**src/rtl/fetch_pkg.sv**
```systemverilog
// Shared definitions for the instruction fetch unit: default widths,
// the fetch FSM state encoding and a small state-classification helper.
package fetch_pkg;

  localparam int FETCH_ADDR_W      = 8;
  localparam int FETCH_DATA_W      = 8;
  localparam int FETCH_TIMEOUT_CYC = 16;

  typedef enum logic [1:0] {
    IDLE  = 2'd0,
    REQ   = 2'd1,
    HOLD  = 2'd2,
    DRAIN = 2'd3
  } fetch_state_t;

  // True in the states where a memory bus cycle is outstanding.
  function automatic logic is_bus_state(input fetch_state_t s);
    return (s == REQ) || (s == DRAIN);
  endfunction

endpackage

```
**src/rtl/fetch_timeout_ctr.sv**
```systemverilog
// Wait counter for outstanding memory reads. It is cleared by the owner on
// entry to a waiting state and counts every waiting cycle without an ack.
// expire is combinational: it is high in the cycle where the counter already
// holds LIMIT-1 and the cycle is still a waiting cycle, so an ack arriving on
// the LIMIT-th waiting cycle still wins.
module fetch_timeout_ctr #(
  parameter int LIMIT = 16
) (
  input  logic clk,
  input  logic reset,
  input  logic clear,
  input  logic enable,
  output logic expire
);

  localparam int W = (LIMIT > 1) ? $clog2(LIMIT) : 1;
  localparam logic [W-1:0] LAST = W'(LIMIT - 1);

  logic [W-1:0] count;

  // Count waiting cycles, saturating at LAST so it never wraps.
  always_ff @(posedge clk) begin
    if (reset || clear) begin
      count <= '0;
    end else if (enable && (count != LAST)) begin
      count <= count + 1'b1;
    end
  end

  assign expire = enable && (count == LAST);

endmodule

```
**src/rtl/instr_fetch_unit.sv**
```systemverilog
// Instruction fetch unit: consumer end of the program-counter interface.
// Samples pc_in, reads program memory over a req/ack handshake, offers the
// returned byte to the decoder over valid/ready and pulses pc_inc once per
// completed fetch. flush discards a held or in-flight instruction; a bus cycle
// already issued is always completed (DRAIN) rather than cancelled.
// Optional feature macro: FETCH_TIMEOUT_EN adds a memory-ack timeout with a
// sticky fetch_err flag; without it fetch_err is tied low and the unit waits
// indefinitely for mem_ack.
module instr_fetch_unit
  import fetch_pkg::*;
#(
  parameter int ADDR_W      = FETCH_ADDR_W,
  parameter int DATA_W      = FETCH_DATA_W,
  parameter int TIMEOUT_CYC = FETCH_TIMEOUT_CYC
) (
  input  logic              clk,
  input  logic              reset,
  input  logic              fetch_en,
  input  logic              flush,
  input  logic [ADDR_W-1:0] pc_in,
  output logic              pc_inc,
  output logic              mem_req,
  output logic [ADDR_W-1:0] mem_addr,
  input  logic              mem_ack,
  input  logic [DATA_W-1:0] mem_rdata,
  output logic              instr_valid,
  input  logic              instr_ready,
  output logic [DATA_W-1:0] instr_out,
  output logic [ADDR_W-1:0] instr_addr,
  output logic              fetch_err
);

  if (TIMEOUT_CYC < 2) begin : g_bad_timeout
    $error("instr_fetch_unit: TIMEOUT_CYC must be at least 2");
  end

  fetch_state_t state;
  logic         timeout;
  logic         fetch_block;

`ifdef FETCH_TIMEOUT_EN
  logic fetch_err_q;
  logic ctr_clear;
  logic ctr_enable;

  assign ctr_clear  = !is_bus_state(state) || ((state == REQ) && flush && !mem_ack);
  assign ctr_enable = is_bus_state(state) && !mem_ack;

  fetch_timeout_ctr #(
    .LIMIT(TIMEOUT_CYC)
  ) u_timeout_ctr (
    .clk   (clk),
    .reset (reset),
    .clear (ctr_clear),
    .enable(ctr_enable),
    .expire(timeout)
  );

  // Sticky error flag: set by a timeout, cleared only by reset.
  always_ff @(posedge clk) begin
    if (reset) begin
      fetch_err_q <= 1'b0;
    end else if (timeout) begin
      fetch_err_q <= 1'b1;
    end
  end

  assign fetch_err   = fetch_err_q;
  assign fetch_block = fetch_err_q;
`else
  assign timeout     = 1'b0;
  assign fetch_block = 1'b0;
  assign fetch_err   = 1'b0;
`endif

  // Fetch FSM with all outputs registered; pc_inc defaults low so it can only
  // ever be a single-cycle pulse on the REQ->HOLD transition.
  always_ff @(posedge clk) begin
    if (reset) begin
      state       <= IDLE;
      mem_req     <= 1'b0;
      mem_addr    <= '0;
      pc_inc      <= 1'b0;
      instr_valid <= 1'b0;
      instr_out   <= '0;
      instr_addr  <= '0;
    end else begin
      pc_inc <= 1'b0;
      case (state)
        IDLE: begin
          if (fetch_en && !flush && !fetch_block) begin
            mem_addr <= pc_in;
            mem_req  <= 1'b1;
            state    <= REQ;
          end
        end
        REQ: begin
          if (timeout) begin
            mem_req <= 1'b0;
            state   <= IDLE;
          end else if (mem_ack && !flush) begin
            instr_out   <= mem_rdata;
            instr_addr  <= mem_addr;
            instr_valid <= 1'b1;
            mem_req     <= 1'b0;
            pc_inc      <= 1'b1;
            state       <= HOLD;
          end else if (mem_ack) begin
            mem_req <= 1'b0;
            state   <= IDLE;
          end else if (flush) begin
            state <= DRAIN;
          end
        end
        HOLD: begin
          if (flush || instr_ready) begin
            instr_valid <= 1'b0;
            state       <= IDLE;
          end
        end
        DRAIN: begin
          if (timeout || mem_ack) begin
            mem_req <= 1'b0;
            state   <= IDLE;
          end
        end
        default: begin
          state <= IDLE;
        end
      endcase
    end
  end

endmodule

```
**config.mk**
```make
export PLATFORM = sky130hd
export DESIGN_NAME = instr_fetch_unit
export DESIGN_NICKNAME = d
export VERILOG_FILES = /design/src/rtl/fetch_pkg.sv /design/src/rtl/fetch_timeout_ctr.sv /design/src/rtl/instr_fetch_unit.sv
export SDC_FILE = /design/constraint.sdc
export NUM_CORES = 1
export LEC_CHECK = 0
export CAP_MARGIN = 20
export CORE_MARGIN = 2
export CORE_UTILIZATION = 43
export DETAILED_ROUTE_END_ITERATION = 6
export PLACE_DENSITY = 0.8
export SLEW_MARGIN = 40
export SYNTH_ARGS = -nofsm -noshare
export SYNTH_HDL_FRONTEND = slang
export SYNTH_HIERARCHICAL = 1
export SYNTH_SLANG_ARGS = --single-unit
```
**constraint.sdc**
```tcl
create_clock -name clk -period 3.7 [get_ports clk]
set_input_delay 0.74 -clock clk [delete_from_list [all_inputs] [get_ports clk]]
set_output_delay 0.74 -clock clk [all_outputs]
set_load 0.01 [all_outputs]
```
==> metrics.yaml <==
synthXorXnorAreaFrac_pct: 0
synth_top_cell_area_share_pct: 53.6
clock_latency_ns: 0.33
clkSlewWorstSetupHoldPaths_ns: 0.09
critPathTopFamily: "simple AND/OR/NAND/NOR gates"
cts_made_buffers: 5
total_leakage_power_nw: 0.556
grt_start_max_net_pins: 30
antenna_found_initial: 0
clockBufferDepth: 2
fmax_ghz: 0.462
die_area_um2: 2930
synth-compound-area-share_pct: 15.4
syn_inst: 130
min_path_type: "flop to flop"
place_congestion: 0.764
fin_nets: 198
grt_pass1_wl_mm: 3.76
cts.sinks: 29
rsz0062_at_grt: "no"
critPathKind: "primary input to flop"
drv_slew: 0
path_buf_inv: 1
post-route-period-util_pct: 58.5
via_per_inst: 5.08
crit_required_ns: 3.89
overflow: 0
num_vias: 1051
slew_headroom_pct: 53.1
grt_pass1_vias: 913
vdd_ir_drop_max_mv: 0.285
yosys.cell_types.count: 20
dr.pass1.iters: 4
cts_setup_buffers: 0
r2r_slack_ns: 2.10
status: "completed"
max_stage_delay_ns: 0.72
cpMaxStageDelayCell: "nand4bb_1"
dp_hpwl_mm: 1.81
p_per_area_nw_per_um2: 378
drtAntennaViolNets: 0
seq_area_frac_synth_pct: 53.6
fill_cells: 215
startpoint_type: "primary input"
cts_tree: "built"
area_growth_pct: 49.0
cts_hold_buf: 0
syn-num-nets: 152
fin_setup_tns_ns: 0
grt_use_total_pct: 18.6
die_w_um: 54.2
crit_arrival_ns: 2.36
synth_top_family_by_area: "simple AND/OR/NAND/NOR gates"
period_needed_ns: 2.17
drc_errors: 0
skew_ns: 0.00700
yosysWarnings: 6
cts_resized: 0
core_region_area_um2: 2430
worst-slew-pin-transition_ns: 0.699
cts_root_buffer: "clkbuf_4"
hold_ws_ns: 0.462
synth.area.top_cells: "dfxtp_1 54%, nand2_1 17%, a21oi_1 12%"
die_y_um: 54.2
drt-total-wl_mm: 2.50
cp_max_fo: 18
layout-drive-gt1-share_pct: 7.34
endpoint_kind: "flop"
hold_violations: 0
start_util_pct: 44.5
num_rows: 18
syn_area_per_cell_um2: 8.33
wire_per_inst_um: 12.1
setup_viol: 0
path_cells: "clkdlybuf4s50_1 -> nand4bb_1 -> nand2_1 -> a21oi_1"
h-tree-depth: 2
drtIter0Drc: 20
port_buffers: 48
synthSimpleGateAreaFrac_pct: 24.2
boundaryPins: 50
synthAdderAreaFrac_pct: 0
ys_seq_elements: 29
max_cap_violations: 0
synth_area_um2: 1080
synth_top_area_cell: "dfxtp_1"
diodes: 0
muxShareOfSynthArea_pct: 0
-- power breakdown --
group	switching (mW)	internal [mW]	total [mW]
clock	0.107	0.110	0.217
sequential	0.00687	0.320	0.327
combinational	0.0270	0.0390	0.0661
-- layer usage --
metal / vias up / track usage (%) / part of all wire, %
li1: 521 / - / -
met1: 497 / 19.9 / 41
met2: 25 / 31.3 / 52
met3: 8 / 7.50 / 5.5
met4: 0 / 9.58 / 1.9
met5: - / 0 / 0
-- per-stage QoR --
stage                     std cells  instance area (µm²)  utilization [%]  worst slack [ns]  power (mW)
final                           207                 1610             66.3              1.53       0.610
after floorplan                 130                 1080                -              2.11       0.361
after global routing            207                 1610             66.3              1.37       0.644
after CTS                       207                 1610             66.3              1.55       0.616
after global placement          199                 1550             63.6              1.22       0.400
after detailed placement        199                 1540             63.4              1.20       0.400
-- flip-flops by register name, indices dropped and copies added, names as in the netlist --
name / cells
instr_out: 8
instr_addr: 8
mem_req: 1
state: 2
pc_inc: 1
instr_valid: 1
mem_addr: 8
-- cell usage in the layout, fill, tap and decap left out --
cell type | synthesis | routed
a211oi_1 | 1 | 1
a21oi_1 | 26 | 26
a31oi_1 | 1 | 1
buf_2 | 2 | 1
buf_4 | 3 | 1
clkbuf_4 | 0 | 5
clkbuf_8 | 0 | 2
clkdlybuf4s50_1 | 0 | 47
clkinv_2 | 0 | 1
conb_1 | 1 | 1
dfxtp_1 | 29 | 29
inv_1 | 1 | 1
nand2_1 | 49 | 49
nand3b_1 | 1 | 1
nand4bb_1 | 1 | 1
nor2_1 | 4 | 4
nor4b_4 | 1 | 1
nor4bb_2 | 0 | 1
o211ai_1 | 1 | 1
o21ai_0 | 1 | 1
o21ba_2 | 1 | 1
or4b_1 | 1 | 1
-- tightest hold or removal path, cell delays in order, from the launching register on --
cell and delay [ns]:
dfxtp_1 0.32, nand2_1 0.05, a21oi_1 0.05
-- cell families after synthesis --
group / after synthesis
compound gates: 31
buf+inv: 11
simple gates: 58
other cells: 1
flops: 29
-- final timing paths --
check / endpoint / start / depth (start not counted)
worst max-delay path: instr_out[6] / flush / 4
worst min-delay path: instr_out[0] / instr_out[0] / 2
worst max register to register: instr_out[6] / state[0] / 3
worst min register to register: instr_out[0] / instr_out[0] / 2
-- cell type report --
| type | instances | area [µm²] | share of cell area [%] |
|---|---|---|---|
| clock buffer | 7 | 65.1 | 4.03 |
| clock inverter | 1 | 5.00 | 0.310 |
| inverter | 1 | 3.75 | 0.233 |
| multi-input combinational | 90 | 438 | 27.2 |
| sequential | 29 | 581 | 36.0 |
| tap | 30 | 37.5 | 2.33 |
| timing repair buffer | 49 | 483 | 29.9 |
-- Yosys cell counts --
cell type and number:
a31oi_1 1, nand2_1 49, buf_2 2, buf_6 2
nand4bb_1 1, a21oi_1 26, clkbuf_1 3, o21ba_2 1
buf_4 3, dfxtp_1 29, nor4bb_1 1, o21ai_0 1
a211oi_1 1, conb_1 1, nor2_1 4, nor4b_4 1
inv_1 1, o211ai_1 1, nand3b_1 1, or4b_1 1
Power figures use the tool's default switching activity.
